$ cat config.mk
export PLATFORM = sky130hd
export DESIGN_NAME = magnetron_timer
export DESIGN_NICKNAME = d
export VERILOG_FILES = /design/src/rtl/magnetron_timer_pkg.sv /design/src/rtl/magnetron_timer_tick_gen.sv /design/src/rtl/magnetron_timer.sv
export SDC_FILE = /design/constraint.sdc
export NUM_CORES = 1
export LEC_CHECK = 0
export BUFFER_PORTS_ARGS = -buffer_cell sky130_fd_sc_hd__buf_2
export CAP_MARGIN = 25
export CORE_MARGIN = 2
export CORE_UTILIZATION = 61
export CTS_CLUSTER_SIZE = 10
export DETAILED_ROUTE_END_ITERATION = 8
export PLACE_DENSITY = 0.84
export SLEW_MARGIN = 30
export SYNTH_ARGS = -nofsm -noshare
export SYNTH_HDL_FRONTEND = slang
export SYNTH_SLANG_ARGS = --single-unit
$ cat constraint.sdc
create_clock -name clk -period 6.75 [get_ports clk]
set_input_delay 0.3375 -clock clk [delete_from_list [all_inputs] [get_ports clk]]
set_output_delay 0.3375 -clock clk [all_outputs]
set_load 0.02 [all_outputs]
$ cat src/rtl/magnetron_timer_pkg.sv
// Shared microwave timer definitions: BCD digit width and limits, the
// countdown state encoding, a packed three-digit time record and helpers
// for keypad shift-in and one-second decrement.
package magnetron_timer_pkg;

  localparam int BCD_W = 4;
  localparam logic [BCD_W-1:0] MAX_SEC_TENS = 4'd5;
  localparam logic [BCD_W-1:0] MAX_DIGIT    = 4'd9;

  typedef enum logic [1:0] {
    ST_IDLE  = 2'd0,
    ST_ARMED = 2'd1,
    ST_RUN   = 2'd2
  } timer_state_t;

  typedef struct packed {
    logic [BCD_W-1:0] min_ones;
    logic [BCD_W-1:0] sec_tens;
    logic [BCD_W-1:0] sec_ones;
  } bcd_time_t;

  function automatic logic time_nonzero(input bcd_time_t t);
    return |t;
  endfunction

  // Keys enter from the right; a seconds-ones digit above 5 cannot become
  // a valid tens-of-seconds digit, so it is clamped on the way through.
  function automatic bcd_time_t bcd_shift(input bcd_time_t t,
                                          input logic [BCD_W-1:0] key);
    bcd_time_t r;
    r.min_ones = t.sec_tens;
    r.sec_tens = (t.sec_ones > MAX_SEC_TENS) ? MAX_SEC_TENS : t.sec_ones;
    r.sec_ones = key;
    return r;
  endfunction

  // One-second decrement with BCD borrow; saturates at 0:00.
  function automatic bcd_time_t bcd_dec(input bcd_time_t t);
    bcd_time_t r;
    r = t;
    if (t.sec_ones != '0) begin
      r.sec_ones = t.sec_ones - 1'b1;
    end else if (t.sec_tens != '0) begin
      r.sec_ones = MAX_DIGIT;
      r.sec_tens = t.sec_tens - 1'b1;
    end else if (t.min_ones != '0) begin
      r.sec_ones = MAX_DIGIT;
      r.sec_tens = MAX_SEC_TENS;
      r.min_ones = t.min_ones - 1'b1;
    end
    return r;
  endfunction

endpackage

$ cat src/rtl/magnetron_timer_tick_gen.sv
// One-second prescaler for the magnetron timer.
// Ports:
//   clk   - system clock
//   reset - asynchronous active-high reset
//   en    - count enable; when low the counter is held at zero
//   tick  - one-cycle pulse while en is high and the count is TICK_DIV-1
module tick_gen #(
  parameter int TICK_DIV = 100
) (
  input  logic clk,
  input  logic reset,
  input  logic en,
  output logic tick
);

  localparam int CW = (TICK_DIV > 1) ? $clog2(TICK_DIV) : 1;
  localparam logic [CW-1:0] LAST = CW'(TICK_DIV - 1);

  logic [CW-1:0] count;

  always_ff @(posedge clk or posedge reset) begin
    if (reset) begin
      count <= '0;
    end else if (!en) begin
      count <= '0;
    end else if (count == LAST) begin
      count <= '0;
    end else begin
      count <= count + 1'b1;
    end
  end

  assign tick = en && (count == LAST);

endmodule

$ cat src/rtl/magnetron_timer.sv
// Microwave cook timer: keypad entry of an M:SS time and a one-second
// countdown while the magnetron runs.
// Ports:
//   clk          - system clock
//   reset        - asynchronous active-high reset
//   clearn       - active-low synchronous clear of the entered time
//   magnetron_on - magnetron running level; enables the countdown
//   key_data     - BCD digit from the keypad encoder
//   key_valid    - one-cycle strobe qualifying key_data
//   min_ones     - minutes digit
//   sec_tens     - tens-of-seconds digit
//   sec_ones     - seconds digit
//   timer_done   - high whenever the displayed time is 0:00
module magnetron_timer
  import magnetron_timer_pkg::*;
#(
  parameter int TICK_DIV = 100
) (
  input  logic             clk,
  input  logic             reset,
  input  logic             clearn,
  input  logic             magnetron_on,
  input  logic [BCD_W-1:0] key_data,
  input  logic             key_valid,
  output logic [BCD_W-1:0] min_ones,
  output logic [BCD_W-1:0] sec_tens,
  output logic [BCD_W-1:0] sec_ones,
  output logic             timer_done
);

  timer_state_t state_q;
  bcd_time_t    cur_time;
  bcd_time_t    shifted_time;
  bcd_time_t    dec_time;
  logic         key_ok;
  logic         tick_en;
  logic         tick;

  assign cur_time     = {min_ones, sec_tens, sec_ones};
  assign shifted_time = bcd_shift(cur_time, key_data);
  assign dec_time     = bcd_dec(cur_time);
  assign timer_done   = !time_nonzero(cur_time);

  assign key_ok = key_valid && (key_data <= MAX_DIGIT) && !magnetron_on && clearn;

  // The prescaler only runs while actually counting down; any pause, clear
  // or expiry returns it to zero so a resume always waits a full second.
  assign tick_en = (state_q == ST_RUN) && magnetron_on && clearn && !timer_done;

  tick_gen #(
    .TICK_DIV(TICK_DIV)
  ) u_tick_gen (
    .clk  (clk),
    .reset(reset),
    .en   (tick_en),
    .tick (tick)
  );

  always_ff @(posedge clk or posedge reset) begin
    if (reset) begin
      min_ones <= '0;
      sec_tens <= '0;
      sec_ones <= '0;
      state_q  <= ST_IDLE;
    end else if (!clearn) begin
      min_ones <= '0;
      sec_tens <= '0;
      sec_ones <= '0;
      state_q  <= ST_IDLE;
    end else begin
      case (state_q)
        ST_IDLE: begin
          if (key_ok) begin
            {min_ones, sec_tens, sec_ones} <= shifted_time;
            state_q <= time_nonzero(shifted_time) ? ST_ARMED : ST_IDLE;
          end
        end
        ST_ARMED: begin
          if (magnetron_on) begin
            state_q <= timer_done ? ST_IDLE : ST_RUN;
          end else if (key_ok) begin
            {min_ones, sec_tens, sec_ones} <= shifted_time;
            state_q <= time_nonzero(shifted_time) ? ST_ARMED : ST_IDLE;
          end
        end
        ST_RUN: begin
          if (!magnetron_on) begin
            // Pause; a key arriving in the same cycle is still honoured.
            if (key_ok) begin
              {min_ones, sec_tens, sec_ones} <= shifted_time;
              state_q <= time_nonzero(shifted_time) ? ST_ARMED : ST_IDLE;
            end else begin
              state_q <= timer_done ? ST_IDLE : ST_ARMED;
            end
          end else if (tick) begin
            {min_ones, sec_tens, sec_ones} <= dec_time;
            state_q <= time_nonzero(dec_time) ? ST_RUN : ST_IDLE;
          end else if (timer_done) begin
            state_q <= ST_IDLE;
          end
        end
        default: begin
          state_q <= ST_IDLE;
        end
      endcase
    end
  end

endmodule

==> reports/summary.txt <==
vias in the first global route -> 1391
Yosys top cell by area -> sky130_fd_sc_hd__dfrtp_1
Synth-to-Final Area Change -> 9.29%
height of the die -> 54.4 um
insertion delay of the later-clocked pin in the worst-skew pair -> 0.33 ns
data arrival time at the worst-slack endpoint -> 3.15 ns
Hold WC Path Type -> input port to asynchronous set/reset pin
average instance area after synthesis -> 8.20 um2
number of CTS-inserted buffers -> 3
maximum achievable frequency -> 0.344 GHz
Detailed Route WL -> 4.12 mm
clk_skew -> 0.00173 ns
Worst Hold Margin -> 0.133 ns
unrepaired setup endpoints after global routing -> false
input/output buffers -> 21
synth unique cells -> 51
share of the clock period used by the worst path after layout -> 43.1%
Worst Max-Slew Pin Slew -> 0.810 ns
Starting Density -> 63.7%
global-route wire length before repair -> 6.54 mm
total routing usage reported by global routing -> 30.5%
number of nets with antenna violations after routing -> 0
startpoint of the most critical setup path -> sec_ones[0]
Synth warnings -> 0
switching portion of total power -> 34.4%
cell types with the largest area share after synthesis -> sky130_fd_sc_hd__dfrtp_1 34%, sky130_fd_sc_hd__nor2_1 5.6%, sky130_fd_sc_hd__nand2_1 5.1%, sky130_fd_sc_hd__ha_1 4.0%, sky130_fd_sc_hd__nand3_1 3.9%
wire length per cell -> 17.3 um
htree depth -> 1
gr ovfl total -> 0
fraction of layout cells with a size suffix above 1 -> 16.3%
final slew viol count -> 0
Final Critical Period -> 2.91 ns
post-synth net total -> 203
share of synthesized flip-flops with an asynchronous set or reset -> 100%
number of antenna violations at the first check in global routing -> 0
Detailed Route Iter0 Violations -> 104
reg-to-reg startpoint -> sec_ones[0]
width of the die -> 54.4 um
sequential fraction of design power -> 50.6%
number of search-and-repair iterations in the first detailed-routing pass -> 5
Clock Path Buffers -> 2
outcome -> finished, final reports clean
Top-Level Pins -> 22
worst vdd rail ir drop -> 0.0967 mV
HPWL reported at the end of detailed placement -> 2.99 mm
sequential-to-total area share from yosys stat -> 33.9%
total number of nets in the final design -> 223
Internal Power -> 170 uW
setup slack of the worst register-to-register path -> 3.84 ns
final setup vio count -> 0
Rel. slew slack -> 46.0%
proportion of power drawn by the clock network -> 27.3%
number of placement rows -> 18
met1 Track Usage GR -> 43.3%
static leakage power -> 0.000761 uW
cts-stage hold buffer count -> 0
total DRC errors in the routed layout -> 0
CTS tree -> done
via count normalized by instance count -> 6.78
Clk Tree Root Cell -> sky130_fd_sc_hd__clkbuf_4
maximum number of pins on one net before global-route repair -> 22
Most Used Layer, Global Route -> met2
Critical Path End Type -> flop
Final GP Congestion -> 0.895
Power per Cell Area -> 153 nW/um2
number of buffers inserted by post-CTS setup repair -> 0
diode insertion count for antenna repair -> 0
Sum Neg Setup Slack -> 0 ns
max-cap check violation count -> 0
most used flip-flop cell after synthesis -> sky130_fd_sc_hd__dfrtp_1
number of register bits inferred by synthesis -> 21
crit path kind -> flop to flop
CP max FO -> 8
synthesized cell area -> 1550 um2
combinational share of power -> 22.1%
total vias in the final route -> 1614
quantity of gates resized following cts -> 0
gate count after technology mapping -> 189
area share of the leading cell type in the synthesized netlist -> 33.9%
standard cell core area -> 2430 um2
die area -> 2960 um2
most frequent cell after synthesis -> sky130_fd_sc_hd__nor2_1
clock transition at the registers of the reported paths -> 0.14 ns
reg-to-reg endpoint -> state_q[1]
met2 routing resource usage after global routing -> 46.2%
Commonest cells post-synth -> 23 x sky130_fd_sc_hd__nor2_1, 21 x sky130_fd_sc_hd__dfrtp_1, 21 x sky130_fd_sc_hd__nand2_1
data required time at the worst endpoint -> 6.99 ns
met3 layer usage reported by global route -> 4.92%
depth of the most critical reg-to-reg path -> 8
Critical Path Source Type -> flop
total net switching power -> 89.3 uW
CTS Sinks -> 21
Final Hold Viols -> 0
number of enable flip-flop cells after synthesis -> 0
==> placed cells by master (no fill, tap or decap), drive strengths merged, types with 2 or more instances in the layout <==
cell / instances
a21oi: 9
xor2: 2
nand3: 12
nand2: 22
o211ai: 2
xnor2: 4
o22a: 2
dfrtp: 21
a22o: 3
inv: 11
nor3b: 3
nor4: 5
nor2b: 2
nand2b: 3
nor3: 8
buf: 22
nand4: 3
ha: 5
mux2i: 2
clkbuf: 3
or3b: 2
a31oi: 3
o21ai: 11
a221oi: 4
o311ai: 2
nor2: 23
==> metal layers <==
layer,routed length (um),vias to the layer above,part of all wire [%]
met1,1770,752,43
met2,1850,108,45
met5,0,-,0
met4,106,0,2.6
met3,386,14,9.4
li1,-,740,-
==> power by group through the flow <==
stage,clock (uW),sequential [uW],combinational (uW)
floorplan,0,134,38.3
global placement,0,133,54.0
detailed placement,0,134,55.7
CTS,67.0,131,56.0
global route,72.6,132,62.5
finish,70.9,131,57.3
==> critical path, stage by stage (launching register included) <==
cell	delay, ns
sky130_fd_sc_hd__dfrtp_1	0.49
sky130_fd_sc_hd__inv_1	0.13
sky130_fd_sc_hd__ha_1	0.31
sky130_fd_sc_hd__or3b_2	0.55
sky130_fd_sc_hd__nor4_1	0.31
sky130_fd_sc_hd__mux2i_1	0.33
sky130_fd_sc_hd__nand4_1	0.16
sky130_fd_sc_hd__o311a_1	0.31
sky130_fd_sc_hd__o2111a_1	0.22
==> final cells by class <==
class                      instances  area (um2)
tap                               30        37.5
multi-input combinational        150         946
timing repair buffer              22         113
fill                             189         739
inverter                          11        41.3
clock inverter                     1        7.51
clock buffer                       3        22.5
sequential                        21         526
==> per-stage QoR <==
stage	utilization (%)	area, um2	instances	power, uW	worst slack, ns
after floorplan	-	1550	189	172	4.19
after global placement	68.4	1660	234	187	4.04
after detailed placement	68.4	1660	234	189	3.95
after CTS	69.6	1690	238	254	3.91
after global routing	69.6	1690	238	267	3.72
final	69.6	1690	238	259	3.84
==> flip-flops by register name, indices dropped and copies added (netlist names) <==
signal and count:
u_tick_gen.count 7, sec_tens 4, state_q 2, min_ones 4, sec_ones 4
==> how the worst max path moves through the flow <==
stage,end,slack (ns),depth (start not counted)
after floorplan,state_q[1],4.19,8
after global placement,state_q[1],4.04,8
after detailed placement,state_q[1],3.95,8
after CTS,state_q[1],3.91,8
after global routing,sec_tens[0],3.72,8
final,state_q[1],3.84,8
==> cells by family (layout without fill, tap and decap cells) <==
logic type / Yosys count / in the layout / share of synthesized area, %
and+or+nand+nor: 88 / 88 / 29.0
DFF: 21 / 21 / 33.9
adders and majority gates: 5 / 5 / 4.04
AOI/OAI and AO/OA: 49 / 49 / 23.3
buffers and inverters: 18 / 37 / 5.01
muxes: 2 / 2 / 1.29
xor gates and xnor gates: 6 / 6 / 3.39
Note: power is estimated with default switching activity, not from simulation.
